### src/rtl/input_buffer_sched_pkg.sv
// Shared constants and FSM encoding for the input buffer sequencer.
package input_buffer_sched_pkg;

  // Two 64-bit beats carry 128 bits and three carry 192 bits = two 96-bit rows.
  localparam int unsigned BEATS_PER_ROW_PAIR = 3;
  // Minimum cycles between the tlast beat and the bank swap (buffer write is registered).
  localparam int unsigned SWAP_GUARD = 2;

  typedef enum logic [2:0] {
    ST_IDLE    = 3'd0,
    ST_RUN     = 3'd1,
    ST_SWAP    = 3'd2,
    ST_STREAM  = 3'd3,
    ST_DRAIN   = 3'd4,
    ST_DONE    = 3'd5,
    ST_ABORT_A = 3'd6,
    ST_ABORT_B = 3'd7
  } sched_state_e;

endpackage

### src/rtl/input_buffer_sched_tile_beat_checker.sv
// Counts accepted beats of the tile being loaded and pulses err when tlast
// arrives early or the expected final beat is not marked tlast.
module input_buffer_sched_tile_beat_checker #(
  parameter int unsigned BEAT_W = 10
) (
  input  logic              clk,
  input  logic              rst_n,
  input  logic              clr,
  input  logic              beat,
  input  logic              last,
  input  logic [BEAT_W-1:0] exp_beats,
  output logic              err
);

  logic [BEAT_W-1:0] beat_cnt;
  logic [BEAT_W-1:0] beat_num;

  assign beat_num = beat_cnt + BEAT_W'(1);

  always_ff @(posedge clk or negedge rst_n) begin
    if (!rst_n) begin
      beat_cnt <= '0;
      err      <= 1'b0;
    end else if (clr) begin
      beat_cnt <= '0;
      err      <= 1'b0;
    end else begin
      err <= 1'b0;
      if (beat) begin
        beat_cnt <= last ? '0 : beat_num;
        err      <= last ? (beat_num != exp_beats) : (beat_num >= exp_beats);
      end
    end
  end

endmodule

### src/rtl/input_buffer_sched.sv
// Job sequencer for the ping-pong input buffer: gates DMA writes into the fill bank,
// swaps banks once a tile is loaded and streams each tile to the systolic array.
module input_buffer_sched
  import input_buffer_sched_pkg::*;
#(
  parameter int unsigned DEPTH_LOG2 = 8,
  parameter int unsigned TILE_W     = 16
) (
  input  logic                  clk,
  input  logic                  rst_n,
  input  logic                  i_start,
  input  logic                  i_abort,
  input  logic [DEPTH_LOG2:0]   i_cfg_rows,
  input  logic [TILE_W-1:0]     i_cfg_tiles,
  input  logic                  s_tvalid,
  input  logic                  s_tlast,
  output logic                  o_s_tready,
  output logic                  o_bank_swap,
  output logic                  o_rd_en,
  input  logic                  i_core_ready,
  output logic                  o_vec_valid,
  output logic                  o_vec_last,
  output logic                  o_busy,
  output logic                  o_done,
  output logic                  o_err
);

  localparam int unsigned ROWS_W   = DEPTH_LOG2 + 1;
  localparam int unsigned BEAT_W   = DEPTH_LOG2 + 2;
  localparam int unsigned MAX_ROWS = 1 << DEPTH_LOG2;
  localparam int unsigned GUARD_W  = $clog2(SWAP_GUARD + 1);

  sched_state_e        state;
  logic [ROWS_W-1:0]   cfg_rows;
  logic [TILE_W-1:0]   cfg_tiles;
  logic [BEAT_W-1:0]   exp_beats;
  logic                wr_full;
  logic                rd_pend;
  logic [TILE_W-1:0]   tiles_loaded;
  logic [TILE_W-1:0]   tiles_streamed;
  logic [ROWS_W-1:0]   rd_cnt;
  logic [GUARD_W-1:0]  guard_cnt;

  logic aborting;
  logic abort_req;
  logic start_acc;
  logic cfg_ok;
  logic beat;
  logic tlast_beat;
  logic rd_last;
  logic chk_clr;
  logic chk_err;

  // Status decoded straight from the state register.
  assign aborting    = (state == ST_ABORT_A) || (state == ST_ABORT_B);
  assign o_busy      = (state != ST_IDLE) && (state != ST_DONE);
  assign o_done      = (state == ST_DONE);
  assign o_bank_swap = (state == ST_SWAP) || aborting;

  // Write gate: a loaded tile blocks further beats until its bank is swapped out.
  assign o_s_tready = o_busy && !wr_full && (tiles_loaded < cfg_tiles) && !aborting;
  assign beat       = s_tvalid && o_s_tready;
  assign tlast_beat = beat && s_tlast;

  assign o_rd_en = (state == ST_STREAM) && i_core_ready && (rd_cnt < cfg_rows);
  assign rd_last = o_rd_en && (rd_cnt == cfg_rows - ROWS_W'(1));

  assign abort_req = i_abort && o_busy && !aborting;
  assign start_acc = (state == ST_IDLE) && i_start && !i_abort;
  assign cfg_ok    = (i_cfg_rows != '0) && !i_cfg_rows[0] &&
                     (i_cfg_rows <= ROWS_W'(MAX_ROWS)) && (i_cfg_tiles != '0);
  assign chk_clr   = start_acc || (state == ST_ABORT_B);

  input_buffer_sched_tile_beat_checker #(
    .BEAT_W (BEAT_W)
  ) u_beat_chk (
    .clk       (clk),
    .rst_n     (rst_n),
    .clr       (chk_clr),
    .beat      (beat),
    .last      (s_tlast),
    .exp_beats (exp_beats),
    .err       (chk_err)
  );

  always_ff @(posedge clk or negedge rst_n) begin
    if (!rst_n) begin
      state          <= ST_IDLE;
      cfg_rows       <= '0;
      cfg_tiles      <= '0;
      exp_beats      <= '0;
      wr_full        <= 1'b0;
      rd_pend        <= 1'b0;
      tiles_loaded   <= '0;
      tiles_streamed <= '0;
      rd_cnt         <= '0;
      guard_cnt      <= '0;
      o_vec_valid    <= 1'b0;
      o_vec_last     <= 1'b0;
      o_err          <= 1'b0;
    end else begin
      // RAM read data appears one cycle after the read strobe.
      o_vec_valid <= o_rd_en;
      o_vec_last  <= rd_last;

      if (chk_err) begin
        o_err <= 1'b1;
      end

      if (tlast_beat) begin
        wr_full   <= 1'b1;
        guard_cnt <= GUARD_W'(SWAP_GUARD - 1);
      end else if (guard_cnt != '0) begin
        guard_cnt <= guard_cnt - GUARD_W'(1);
      end

      if (o_rd_en) begin
        rd_cnt <= rd_cnt + ROWS_W'(1);
      end

      if (abort_req) begin
        state <= ST_ABORT_A;
      end else begin
        unique case (state)
          ST_IDLE: begin
            if (start_acc) begin
              o_err          <= !cfg_ok;
              cfg_rows       <= i_cfg_rows;
              cfg_tiles      <= i_cfg_tiles;
              exp_beats      <= BEAT_W'(BEATS_PER_ROW_PAIR) * BEAT_W'(i_cfg_rows >> 1);
              wr_full        <= 1'b0;
              rd_pend        <= 1'b0;
              tiles_loaded   <= '0;
              tiles_streamed <= '0;
              rd_cnt         <= '0;
              if (cfg_ok) begin
                state <= ST_RUN;
              end
            end
          end
          ST_RUN: begin
            if (wr_full && !rd_pend && (guard_cnt == '0)) begin
              state <= ST_SWAP;
            end
          end
          ST_SWAP: begin
            wr_full      <= 1'b0;
            rd_pend      <= 1'b1;
            tiles_loaded <= tiles_loaded + TILE_W'(1);
            state        <= ST_STREAM;
          end
          ST_STREAM: begin
            if (rd_last) begin
              state <= ST_DRAIN;
            end
          end
          ST_DRAIN: begin
            rd_pend        <= 1'b0;
            tiles_streamed <= tiles_streamed + TILE_W'(1);
            rd_cnt         <= '0;
            state          <= (tiles_streamed + TILE_W'(1) == cfg_tiles) ? ST_DONE : ST_RUN;
          end
          ST_DONE: begin
            state <= ST_IDLE;
          end
          ST_ABORT_A: begin
            state <= ST_ABORT_B;
          end
          ST_ABORT_B: begin
            // Second swap pulse restores bank parity; drop all job progress.
            wr_full        <= 1'b0;
            rd_pend        <= 1'b0;
            tiles_loaded   <= '0;
            tiles_streamed <= '0;
            rd_cnt         <= '0;
            guard_cnt      <= '0;
            state          <= ST_IDLE;
          end
        endcase
      end
    end
  end

endmodule

### config.mk
export PLATFORM = sky130hd
export DESIGN_NAME = input_buffer_sched
export DESIGN_NICKNAME = d
export VERILOG_FILES = /design/src/rtl/input_buffer_sched_pkg.sv /design/src/rtl/input_buffer_sched_tile_beat_checker.sv /design/src/rtl/input_buffer_sched.sv
export SDC_FILE = /design/constraint.sdc
export NUM_CORES = 1
export LEC_CHECK = 0
export BUFFER_PORTS_ARGS = -buffer_cell sky130_fd_sc_hd__buf_2
export CORE_ASPECT_RATIO = 1.1
export CORE_MARGIN = 2
export CORE_UTILIZATION = 51
export DETAILED_ROUTE_END_ITERATION = 16
export GPL_TIMING_DRIVEN = 1
export PLACE_DENSITY = 0.72
export SYNTH_ARGS = -nofsm -noshare
export SYNTH_HDL_FRONTEND = slang
export SYNTH_SLANG_ARGS = --single-unit
### constraint.sdc
create_clock -name clk -period 2.5 [get_ports clk]
set_input_delay 0.25 -clock clk [delete_from_list [all_inputs] [get_ports clk]]
set_output_delay 0.25 -clock clk [all_outputs]
set_load 0.05 [all_outputs]
* After elaboration in Yosys (flattened, before gate mapping)
Cells that the tools add are included.
** Storage, ports and cells
- Flip-flop bits (word level) :: 97
- Bits in latches :: 0
- Memory bits (writable) :: 0
- Bits in read-only memories :: 0
- Input port bits :: 32
- Output and inout bits :: 8
- Memories :: 0
** Operators by class
- $add $sub $neg :: 6
- $mul :: 1
- Div/mod/pow operators :: 0
- $lt $le $gt $ge :: 4
- Eq/ne operators :: 16
- Shifts and indexed selects :: 0
- Multiplexer cells :: 34
- Bitwise logic cells :: 1
- Reductions and logical operators :: 45
** Operator list (number)
- $pmux 16 s3 :: 2
- $add 16x1->16 const B :: 2
- $mux 10 :: 3
- $mux 9 :: 3
- $pmux 3 s7 :: 1
- $logic_and 1x1->1 :: 18
- $mux 3 :: 6
- $pmux 9 s2 :: 1
- $eq 16x16->1 :: 1
- $lt 16x16->1 :: 1
- $mux 16 :: 1
- $reduce_bool 16->1 :: 1
- $ne 3x3->1 const B :: 5
- $eq 3x3->1 const B :: 4
- $reduce_and 3->1 :: 4
- $reduce_bool 3->1 :: 4
- $mux 1 :: 11
- $add 10x1->10 const B :: 1
- $ge 10x10->1 :: 1
- $mul 2x8->10 const A :: 1
- $ne 10x10->1 :: 1
- $add 9x1->9 const B :: 1
- $eq 9x9->1 :: 1
- $le 9x9->1 const B :: 1
- 18 further kinds :: 32

* Logic depth before layout (Yosys ltp)
- Depth after elaboration :: 11
- Mapped depth :: 10
- Gate-level depth less buffers :: 10

* Modules after synthesis
A second synthesis with hierarchy kept.
** Second synthesis, totals
- Cells, all modules :: 687
- Area total of the unflattened synthesis :: 6328.6 µm²
** Modules (own cells, without submodules)
- input_buffer_sched :: instances 1, cells each 587, area an instance 5442.7 µm², seq. area each 2127.0 µm²
- input_buffer_sched_tile_beat_checker :: instances 1, cells each 100, area an instance 885.8 µm², seq. area each 275.3 µm²

* Worst setup path before layout
No wires, ideal clock.
- Path type :: register to register
- Start point :: register cfg_tiles[9]
- End point :: register guard_cnt[1]
- Library setup time :: 120 ps
- Arrival time :: 2528 ps
- Data required time :: 2380 ps
- Slack :: -149 ps
- Cell stages (with the launch flop) :: 10
- Path buffers :: 0
- Period minus slack after synthesis :: 2649 ps
- Path through :: dfrtp_1 > inv_1 > ha_1 > a21o_1 > a21o_1 > a21oi_1 > o2111ai_1 > a21oi_1 > nand3_1 > and4_1
** On the way
- Longest elaborated chain between the ends :: 8
** Ends and longest elaborated chain
- from (decl) :: line input_buffer_sched.sv:35 : logic [TILE_W-1:0] cfg_tiles;
- from (signal assigned) :: line input_buffer_sched.sv:129 : cfg_tiles <= i_cfg_tiles;
- $lt 16x16->1 (*) :: line input_buffer_sched.sv:61 : assign o_s_tready = o_busy && !wr_full && (tiles_loaded < cfg_tiles) && !aborting;
- $logic_and 1x1->1 (*) (2 in a row) :: line input_buffer_sched.sv:61
- named net o_s_tready :: line input_buffer_sched.sv:17 : output logic o_s_tready,
- $logic_and 1x1->1 (*) :: line input_buffer_sched.sv:62 : assign beat = s_tvalid && o_s_tready;
- $logic_and 1x1->1 (*) :: line input_buffer_sched.sv:63 : assign tlast_beat = beat && s_tlast;
- $mux 2 (*) :: line input_buffer_sched.sv:110 : if (tlast_beat) begin
- $mux 2 :: line input_buffer_sched.sv:124 : unique case (state)
- $mux 2 (*) :: line input_buffer_sched.sv:121 : if (abort_req) begin
- to (signal assigned) :: line input_buffer_sched.sv:112 : guard_cnt <= GUARD_W'(SWAP_GUARD - 1);
- to (signal assigned) :: line input_buffer_sched.sv:114 : guard_cnt <= guard_cnt - GUARD_W'(1);
- to (decl) :: line input_buffer_sched.sv:42 : logic [GUARD_W-1:0] guard_cnt;
Mark *: on every way through the listed nets, which the timed path passes. The rest lies on a longest branch.
A chain may end at the register's enable or synchronous reset.

* Worst setup path after layout
- Start point :: register cfg_rows[8]
- End point :: output o_rd_en
** On the way
- Longest elaborated chain between the ends :: 2
** Ends and longest elaborated chain
- from (decl) :: line input_buffer_sched.sv:34 : logic [ROWS_W-1:0] cfg_rows;
- from (signal assigned) :: line input_buffer_sched.sv:128 : cfg_rows <= i_cfg_rows;
- $lt 9x9->1 :: line input_buffer_sched.sv:65 : assign o_rd_en = (state == ST_STREAM) && i_core_ready && (rd_cnt < cfg_rows);
- $logic_and 1x1->1 :: line input_buffer_sched.sv:65
- to (decl) :: line input_buffer_sched.sv:19 : output logic o_rd_en,
Every way passes these cells.

==> results.md <==
* Slew margin rel. at approximately 54%
* Initial DRC count at between 300 and 400
* Total gr overflow at 0
* Startpoint types: register
* CP max stage delay at 0.37 ns
* Layout cells sized above 1 at a little under a fifth
* Yosys top cell area share at 38.1%
* Pre-antenna DRT Iters at 5
* Max cap viols at 0
* Antenna cells at 0
* Post-synth cell types at 61
* Area growth syn-to-layout at 15.8%
* Detail Route Antenna Nets at 0
* R2r startpoint: cfg_rows[6]$_DFFE_PN0P_
* Later-pin clock latency in the skew report at about 0.35 ns
* Die area at around 13000 um2
* Hold Path Origin: i_cfg_tiles[10]
* CTS Sinks at 96
* Clock-pin slew on the worst setup and hold paths at 0.06 ns
* Worst slack, placed at -0.0213 ns
* Setup Skew at 0.00569 ns
* Yosys warning count at 0
* Vias at between 5000 and 6000
* Std cell rows at 42
* Met3 Track Usage GR at under 10%
* Min-Delay Path Class: in2reg
* Die H at approximately 120 um
* Root buffer cell: clkbuf_16
* GR Util met2 at around 40%
* Fill count at between 1000 and 1500
* Critical Path AT at between 2 and 2.5 ns
* Via-per-instance ratio at around 5.7
* Chip Width at between 100 and 150 um
* Wire per inst at 16.0 um
* Core footprint at 12000 um2
* Starting density of the core at between 50 and 60%
* CP required at roughly 2.3 ns
* Final Hold Fails at 0
* #FFs+latches synth at 96
* CTS tree: yes
* Hpwl dp at 11.0 mm
* Gpl congestion at around 0.9
* CP max stage cell: dfrtp_1
* Gr busiest metal: met2
* Highest clock rate at a little over 400 MHz
* Mapped Area at between 6000 and 7000 um2
* H-tree depth at 3
* Post-synth EDFFs at 0
* Clock buffers created by TritonCTS at 9
* Critical Path Source: cfg_rows[8]$_DFFE_PN0P_
* Post-synthesis sequential area ratio at between 30% and 40%
* Critical path class: reg2out
* Largest net degree at the start of global routing at 44
* Initial antenna violation count at 0
* Buffer depth of the longest clock path at 2
* Gate Count Post-Synth at about 690
* I/O pin cnt at 40
* Worst-path fanout max at 3
* Post-route clock period utilization at 97.0%
* GR Util All Layers at 23.7%
* Design area at roughly 7300 um2
* Syn_nets at about 770
* Fin. max-slew vios at 0
* Final setup vio count at 0
* Worst setup margin at around 0.075 ns
* Final #Nets at 836
* Worst R2R Setup Slack at ~0.10 ns
* Vias in the first global route at between 5000 and 6000
* Post-synth top area cell: dfrtp_1
* DRT Wirelength at between 10 and 15 mm
* Post-Syn Area per Cell at a little over 9 um2
* Pleak at around 0.0035 uW
* Primary FF master, synth: dfrtp_1
* Storage cell area at about 2400 um2
* First-pass GRT wire length at between 20 and 25 mm
* Peak VDD IR at 0.717 mV
* Met1 Usage GRT at about 30%
* Tmin final at about 2.4 ns
* Power density of the placed cells at around 950 nW/um2
* Remaining DRCs at 0
* CP endpoint kind: primary output
* Top cells by area, synth: dfrtp_1 (38%), ha_1 (10%), xor2_1 (4.7%)
* Async SR Flop Fraction at 100%
* Status: finished, final reports clean
* Crit-path cells: inv_1, ha_1, a2111oi_2, o21ai_1, a211oi_2, buf_4, buf_6
* I/O Buffers at 39
* Cell area after placement at 6820 um2
* Multi-input logic area at between 3000 and 4000 um2
* Least-Margin Pin Slew at ~0.7 ns
[path summary, 6_finish.rpt]
check                                                 to  cells after the start
setup / recovery                                 o_rd_en                      7
max in group asynchronous      cfg_tiles[12]$_DFFE_PN0P_                      3
hold reg to reg                      rd_pend$_DFFE_PN0P_                      1
hold / removal                 cfg_tiles[10]$_DFFE_PN0P_                      2
setup reg to reg                    state[2]$_DFFE_PN0P_                     10
min in group asynchronous  tiles_streamed[9]$_DFFE_PN0P_                      2
[flip-flops by register name, summed over array words and instances (netlist names)]
name                 count
cfg_tiles               16
u_beat_chk.beat_cnt     10
tiles_streamed          16
rd_cnt                   9
tiles_loaded            16
rd_pend                  1
cfg_rows                 9
u_beat_chk.err           1
o_vec_last               1
o_err                    1
o_vec_valid              1
wr_full                  1
guard_cnt                2
exp_beats                9
state                    3
[cells in the final DEF, fill, tap and decap left out, drive strengths merged, types with 2 or more instances in the layout]
cell type and n:
a22o 2, or3 3, nand2b 5, nand3 32
and2 4, and4 4, xnor2 32, o211ai 4
nand2 60, a2111oi 4, nor3 8, and3 9
a21o 14, o2111ai 2, nor2b 4, o21bai 2
mux2 21, xor2 34, ha 51, o21ai 59
nor2 53, a21oi 29, clkinv 2, o41ai 3
nor4 13, a211oi 4, mux2i 3, o31ai 8
bufinv 3, inv 54, buf 78, nand4 25
dfrtp 96, clkbuf 11
[repair_timing]
| item | in CTS | in global routing |
|---|---|---|
| gates resized for setup | 4 | 22 |
| setup buffers | 1 | 4 |
| hold buffers | 1 | 0 |
| setup endpoints to repair | 3 | 11 |
| pin swaps | 0 | 7 |
| endpoints found under the hold margin | 40 | 0 |
[layout make-up]
cell class | count | share of cell area [%]
timing repair buffer | 79 | 7.02
clock inverter | 5 | 1.42
inverter | 54 | 2.77
sequential | 96 | 32.9
tap | 154 | 2.64
multi-input combinational | 512 | 50.0
clock buffer | 11 | 3.32
[where the power goes]
group / internal (uW) / switching, uW / total [uW]
Sequential: 1930 / 386 / 2320
Combinational: 1300 / 1690 / 2990
Clock: 1010 / 605 / 1610
[cells by family after synthesis]
kind of cell / synth area share, %
mux: 4.22
buf+inv: 5.53
fa+ha+maj: 10.4
flops: 38.1
compound gates: 14.5
xor+xnor: 9.16
simple gates: 18.1
[layer usage]
layer,routed length (um),up-vias,share of wire [%]
met4,317,0,2.2
met2,7360,79,50
met5,0,-,0
met1,6520,2535,45
met3,392,19,2.7
li1,-,2559,-
[stage by stage]
stage	setup TNS, ns	util, %	total power (uW)	hold slack [ns]	std cells
6_report	0	60.8	6920	0.144	911
5_1_grt	-0.0573	60.8	7440	0.145	911
4_1_cts	0	59.8	6830	0.142	907
3_5_place_dp	-0.0247	56.7	5160	0.295	889
3_3_place_gp	0	56.7	5050	0.294	889
2_1_floorplan	0	-	4380	-0.0456	688
[synthesized netlist by cell type (2+ instances only)]
| master | instances |
|---|---|
| a2111oi_0 | 4 |
| a211oi_1 | 4 |
| a21o_1 | 14 |
| a21oi_1 | 29 |
| a22o_1 | 2 |
| and2_1 | 4 |
| and3_1 | 9 |
| and4_1 | 4 |
| buf_2 | 5 |
| clkbuf_1 | 14 |
| clkbuf_8 | 3 |
| dfrtp_1 | 96 |
| ha_1 | 51 |
| inv_1 | 54 |
| mux2_2 | 21 |
| mux2i_1 | 3 |
| nand2_1 | 60 |
| nand2b_1 | 5 |
| nand3_1 | 31 |
| nand4_1 | 25 |
| nor2_1 | 53 |
| nor2b_1 | 4 |
| nor3_1 | 7 |
| nor4_1 | 12 |
| o2111ai_1 | 2 |
| o211ai_1 | 4 |
| o21ai_0 | 59 |
| o21bai_1 | 2 |
| o31ai_1 | 8 |
| o41ai_1 | 2 |
| or3_1 | 3 |
| xnor2_1 | 32 |
| xor2_1 | 34 |
[worst max-delay path, delay by kind of cell (launching register included)]
family	cells	cell delay, ns
AOI/OAI and AO/OA	3	0.75
DFF	1	0.37
buffers and inverters	3	0.37
adders and majority gates	1	0.33
Power figures use the tool's default switching activity.
